--- src/rtl/ping_pong_pkg.sv ---
// Shared types and defaults for the ping-pong display buffer.
//   nibble_t    : one 4-bit hex digit as stored and displayed
//   rd_state_e  : read-side state (IDLE = nothing shown, SHOW = presenting a bank)
//   DEFAULT_*   : default parameter values for the buffer
package ping_pong_pkg;

  localparam int unsigned DEFAULT_DEPTH       = 8;
  localparam int unsigned DEFAULT_HOLD_CYCLES = 50_000_000;

  typedef logic [3:0] nibble_t;

  typedef enum logic {
    IDLE = 1'b0,
    SHOW = 1'b1
  } rd_state_e;

endpackage

--- src/rtl/pp_bank.sv ---
// One storage bank: DEPTH x nibble_t flops, one synchronous write port and
// one asynchronous read port. Contents are not reset.
//   clk     : rising-edge clock
//   we_i    : write enable
//   waddr_i : write address
//   wdata_i : write data
//   raddr_i : read address
//   rdata_o : read data (combinational from raddr_i)
module pp_bank
  import ping_pong_pkg::*;
#(
  parameter int unsigned DEPTH = DEFAULT_DEPTH,
  localparam int unsigned AW   = $clog2(DEPTH)
) (
  input  logic          clk,
  input  logic          we_i,
  input  logic [AW-1:0] waddr_i,
  input  nibble_t       wdata_i,
  input  logic [AW-1:0] raddr_i,
  output nibble_t       rdata_o
);

  nibble_t mem_q [DEPTH];

  always_ff @(posedge clk) begin
    if (we_i) mem_q[waddr_i] <= wdata_i;
  end

  assign rdata_o = mem_q[raddr_i];

endmodule

--- src/rtl/ping_pong_buffer.sv ---
// Two-bank ping-pong buffer feeding a 7-segment decoder. The producer fills
// the write bank; once it is full and the reader is idle the banks swap and
// the reader presents each entry for HOLD_CYCLES clocks, in write order.
//   clk      : rising-edge clock
//   reset    : synchronous active-high reset
//   wr_valid : producer offers wr_data
//   wr_data  : nibble to store
//   wr_ready : a write is accepted this cycle
//   rd_data  : nibble currently presented (0 when idle)
//   rd_valid : rd_data is a live buffered entry
//   rd_bank  : index of the bank being read
module ping_pong_buffer
  import ping_pong_pkg::*;
#(
  parameter int unsigned DEPTH       = DEFAULT_DEPTH,
  parameter int unsigned HOLD_CYCLES = DEFAULT_HOLD_CYCLES
) (
  input  logic       clk,
  input  logic       reset,
  input  logic       wr_valid,
  input  logic [3:0] wr_data,
  output logic       wr_ready,
  output logic [3:0] rd_data,
  output logic       rd_valid,
  output logic       rd_bank
);

  localparam int unsigned AW = $clog2(DEPTH);
  localparam int unsigned CW = AW + 1;
  localparam int unsigned HW = $clog2(HOLD_CYCLES) + 1;

  localparam logic [CW-1:0] FULL_COUNT = CW'(DEPTH);
  localparam logic [AW-1:0] LAST_IDX   = AW'(DEPTH - 1);
  localparam logic [HW-1:0] LAST_HOLD  = HW'(HOLD_CYCLES - 1);

  logic          wr_bank_q;
  logic [CW-1:0] wr_count_q;
  rd_state_e     state_q;
  logic [AW-1:0] rd_idx_q;
  logic [HW-1:0] hold_cnt_q;

  logic    wr_full;
  logic    wr_accept;
  nibble_t rdata0;
  nibble_t rdata1;

  assign wr_full   = (wr_count_q == FULL_COUNT);
  assign wr_ready  = ~wr_full;
  assign wr_accept = wr_valid & wr_ready;

  pp_bank #(.DEPTH(DEPTH)) u_bank0 (
    .clk     (clk),
    .we_i    (wr_accept & ~wr_bank_q),
    .waddr_i (wr_count_q[AW-1:0]),
    .wdata_i (wr_data),
    .raddr_i (rd_idx_q),
    .rdata_o (rdata0)
  );

  pp_bank #(.DEPTH(DEPTH)) u_bank1 (
    .clk     (clk),
    .we_i    (wr_accept & wr_bank_q),
    .waddr_i (wr_count_q[AW-1:0]),
    .wdata_i (wr_data),
    .raddr_i (rd_idx_q),
    .rdata_o (rdata1)
  );

  // A write can never coincide with a swap: writes need !wr_full, swaps need wr_full.
  always_ff @(posedge clk) begin
    if (reset) begin
      wr_bank_q  <= 1'b0;
      wr_count_q <= '0;
      state_q    <= IDLE;
      rd_idx_q   <= '0;
      hold_cnt_q <= '0;
    end else begin
      if (wr_accept) wr_count_q <= wr_count_q + CW'(1);
      case (state_q)
        IDLE: begin
          if (wr_full) begin
            wr_bank_q  <= ~wr_bank_q;
            wr_count_q <= '0;
            rd_idx_q   <= '0;
            hold_cnt_q <= '0;
            state_q    <= SHOW;
          end
        end
        SHOW: begin
          if (hold_cnt_q == LAST_HOLD) begin
            hold_cnt_q <= '0;
            if (rd_idx_q == LAST_IDX) state_q  <= IDLE;
            else                      rd_idx_q <= rd_idx_q + AW'(1);
          end else begin
            hold_cnt_q <= hold_cnt_q + HW'(1);
          end
        end
        default: state_q <= IDLE;
      endcase
    end
  end

  assign rd_bank  = ~wr_bank_q;
  assign rd_valid = (state_q == SHOW);

  always_comb begin
    rd_data = '0;
    if (state_q == SHOW) rd_data = wr_bank_q ? rdata0 : rdata1;
  end

endmodule

--- config.mk ---
export PLATFORM = sky130hd
export DESIGN_NAME = ping_pong_buffer
export DESIGN_NICKNAME = d
export VERILOG_FILES = /design/src/rtl/ping_pong_pkg.sv /design/src/rtl/pp_bank.sv /design/src/rtl/ping_pong_buffer.sv
export SDC_FILE = /design/constraint.sdc
export NUM_CORES = 1
export LEC_CHECK = 0
export ABC_CLOCK_PERIOD_IN_PS = 2850
export BUFFER_PORTS_ARGS = -buffer_cell sky130_fd_sc_hd__buf_2
export CAP_MARGIN = 10
export CORE_ASPECT_RATIO = 0.6
export CORE_MARGIN = 5
export CORE_UTILIZATION = 47
export CTS_CLUSTER_DIAMETER = 200
export CTS_CLUSTER_SIZE = 28
export DETAILED_ROUTE_END_ITERATION = 12
export HOLD_SLACK_MARGIN = 0.05
export PLACE_DENSITY_LB_ADDON = 0.12
export RECOVER_POWER = 25
export SLEW_MARGIN = 5
export SYNTH_ARGS = -nofsm -noshare
export SYNTH_HDL_FRONTEND = slang
export SYNTH_SLANG_ARGS = --single-unit
--- constraint.sdc ---
create_clock -name clk -period 2.85 [get_ports clk]
set_input_delay 0.285 -clock clk [delete_from_list [all_inputs] [get_ports clk]]
set_output_delay 0.285 -clock clk [all_outputs]
set_load 0.02 [all_outputs]
==> impl_metrics.env <==
export IMPL_status="completed"
export IMPL_ant_nets=0
export IMPL_cap_viol_max_count=0
export IMPL_mostFrequentLayoutCell="edfxtp_1"
export IMPL_io_pins=14
export IMPL_vias_per_cell=5.89
export IMPL_power_density_mw_per_mm2=582
export IMPL_design_area_mm2=0.00511
export IMPL_syn_avg_cell_area_um2=12.8
export IMPL_cpMostUsedCell="mux4_2"
export IMPL_max_stage_delay_ns=0.60
export IMPL_finalWorstSetupSlack_ns=0.256
export IMPL_hold_end="rd_valid"
export IMPL_worst_r2r_cell_count=8
export IMPL_synth_seq_cells=103
export IMPL_clk_path_buf_depth=2
export IMPL_drc_errors=0
export IMPL_synth_fp_nets=374
export IMPL_cts_resized=0
export IMPL_rr_startpoint="wr_count_q[0]"
export IMPL_pre_cts_ws_ns=0.289
export IMPL_cp_required_ns=2.57
export IMPL_relSlewSlack_pct=49.1
export IMPL_worst_path_max_fanout=16
export IMPL_post_dp_hpwl_mm=7.44
export IMPL_endpoint_kind="primary output"
export IMPL_antenna_found_initial=0
export IMPL_final_nets=383
export IMPL_leakage_nw=1.69
export IMPL_hp_class="input pin to flip-flop"
export IMPL_gp_congestion=0.830
export IMPL_setup_viol_count_final=0
export IMPL_holdWs_ns=0.265
export IMPL_fmax_mhz=385
export IMPL_setup_tns_ns=0
export IMPL_port_buffers=13
export IMPL_slew_viol_final=0
export IMPL_htree_levels=3
export IMPL_cts_sinks=103
export IMPL_drt_wl_total_mm=10.4
export IMPL_grt_pass1_wl_mm=16.5
export IMPL_period_share_pct=91.0
export IMPL_numCtsBuffers=9
export IMPL_die_w_um=138
export IMPL_period_minus_slack_ns=2.59
export IMPL_path_class="flip-flop to primary output"
export IMPL_peakVddDrop_mv=0.309
export IMPL_insertion_delay_ns=0.34
export IMPL_cts_hold_buf=0
export IMPL_cp_arrival_ns=2.31
export IMPL_rsz0062_at_grt="no"
export IMPL_synth_seq_area_share_pct=58.4
export IMPL_gr_total_overflow=0
export IMPL_synth_cells=362
export IMPL_timing_rr_end="u_bank0.mem_q[0][3]"
export IMPL_finalHoldViolCount=0
export IMPL_area_delta_synth_final_pct=10.4
export IMPL_crit_slowest_cell="mux4_2"
export IMPL_n_antenna_cell=0
export IMPL_cts_setup_buffers=0
export IMPL_cp_start_kind="flip-flop"
export IMPL_place_area_mm2=0.00481
export IMPL_vias=3011
export IMPL_die_h_um=86.9
export IMPL_grt_use_total_pct=18.2
export IMPL_rows=28
export IMPL_dieArea_mm2=0.0120
export IMPL_tightest_slew_ns=0.757
export IMPL_grt_max_degree=27
export IMPL_timing_critical_path_buf_inv=2
export IMPL_final_cell_mix="edfxtp_1 (64), dfxtp_1 (39), nand2_1 (31)"
export IMPL_initial_core_util_pct=47.5
export IMPL_design_core_area_mm2=0.00974
export IMPL_cts_clk_slew_worst_paths_ns=0.07
export IMPL_crit_chain="buf_4 > mux4_2 > mux4_2 > and2_1 > buf_2"
export IMPL_min_delay_path_depth=2
export IMPL_cts_tree="built"
export IMPL_cts_root_buf="clkbuf_16"
export IMPL_layout_drive_gt1_share_pct=18.9
export IMPL_drtPass1Iterations=4
export IMPL_path_delay_family="multiplexers"
export IMPL_drtIter0Drc=352
export IMPL_syn_cell_area_mm2=0.00463
export IMPL_grt_pass1_vias=2854
export IMPL_ys_warn_count=0
export IMPL_skew_ns=0.00398
export IMPL_ys_types=57
export IMPL_min_from="reset"
export IMPL_wl_per_cell_um=20.3
export IMPL_rrSetupSlack_ns=0.31
==> state kept, by name, indices dropped and copies added (netlist names), named ones only <==
signal / count
wr_count_q: 4
hold_cnt_q: 27
rd_idx_q: 3
u_bank1.mem_q: 32
wr_bank_q: 1
u_bank0.mem_q: 32
rd_valid: 1
==> metal layers <==
metal	track usage [%]	share of wire [%]	vias up
met5	0	0	-
met4	4.30	0.93	0
met3	4.66	6.5	9
met2	23.7	39	105
met1	29.6	54	1491
li1	-	-	1406
==> how the worst max path moves through the flow <==
| stage | startpoint | cells past startpoint | endpoint | slack [ns] |
|---|---|---|---|---|
| floorplan | flip-flop | 5 | rd_data[0] | 0.55 |
| global route | wr_count_q[0] | 8 | u_bank0.mem_q[0][1] | 0.06 |
| finish | flip-flop | 5 | rd_data[1] | 0.26 |
| global placement | wr_count_q[0] | 8 | u_bank0.mem_q[0][0] | 0.30 |
| CTS | flip-flop | 5 | rd_data[2] | 0.23 |
| detailed placement | wr_count_q[0] | 8 | u_bank0.mem_q[0][0] | 0.29 |
==> area by class of cell <==
class                      count  area, um2
fill                         872       4630
clock inverter                 6       70.1
multi-input combinational    231       1810
timing repair buffer          18       98.8
sequential                   103       2700
tap                          135        169
clock buffer                  10        229
inverter                       8       30.0
==> worst register-to-register path, delay by kind of cell (launching register included) <==
| family | cells | cell delay (ns) |
|---|---|---|
| adder cells (fa/ha/maj) | 1 | 0.21 |
| buffers and inverters | 2 | 0.26 |
| flip-flops | 1 | 0.52 |
| AND/OR/NAND/NOR | 5 | 1.18 |
==> stage by stage <==
stage	cells	utilization, %	power (W)
after detailed placement	495	49.4	0.00177
after global routing	511	52.4	0.00307
final	511	52.4	0.00297
after floorplan	362	-	0.00172
after global placement	495	49.4	0.00177
after CTS	511	52.5	0.00300
==> logic make-up after synthesis <==
group	after synthesis	synth area share [%]
xor+xnor	6	1.14
flops	103	58.4
buf+inv	28	2.65
fa+ha+maj	5	1.35
mux	24	10.7
compound gates	48	7.14
simple gates	148	18.7
==> synthesized netlist by cell type (all sizes together) <==
cell	n	share of area, %
clkbuf	10	0.81
mux2i	2	0.43
nor2	23	1.9
or2	1	0.14
nand4b	1	0.19
and3b	1	0.19
and3	5	0.70
o211ai	2	0.32
nor4	3	1.4
buf	9	1.0
and4bb	1	0.27
mux2	2	0.49
and2	8	1.1
and2b	2	0.32
a31oi	1	0.14
a21o	4	0.68
or3	9	1.2
nand2	31	2.5
a22o	5	0.95
o21ai	10	1.2
nor2b	1	0.14
inv	8	0.65
or4	4	0.81
o31ai	1	0.46
ha	5	1.4
nand3b	1	0.16
xnor2	3	0.57
a211oi	2	0.43
dlygate4sd1	1	0.19
a41oi	2	0.38
nor4b	2	0.38
o31a	1	0.22
nor3	9	0.97
xor2	3	0.57
mux4	20	9.7
nor3b	2	0.57
a21oi	17	1.8
nand3	29	3.2
and4	2	0.41
dfxtp	39	17
nand4	13	2.1
edfxtp	64	42
o311ai	3	0.57
==> power by group <==
group / switching, W / internal (W)
Clock: 0.000543 / 0.000688
Combinational: 0.0000881 / 0.0000370
Sequential: 0.0000177 / 0.00160
Total: 0.000648 / 0.00232
(Power assumes the default switching activity.)
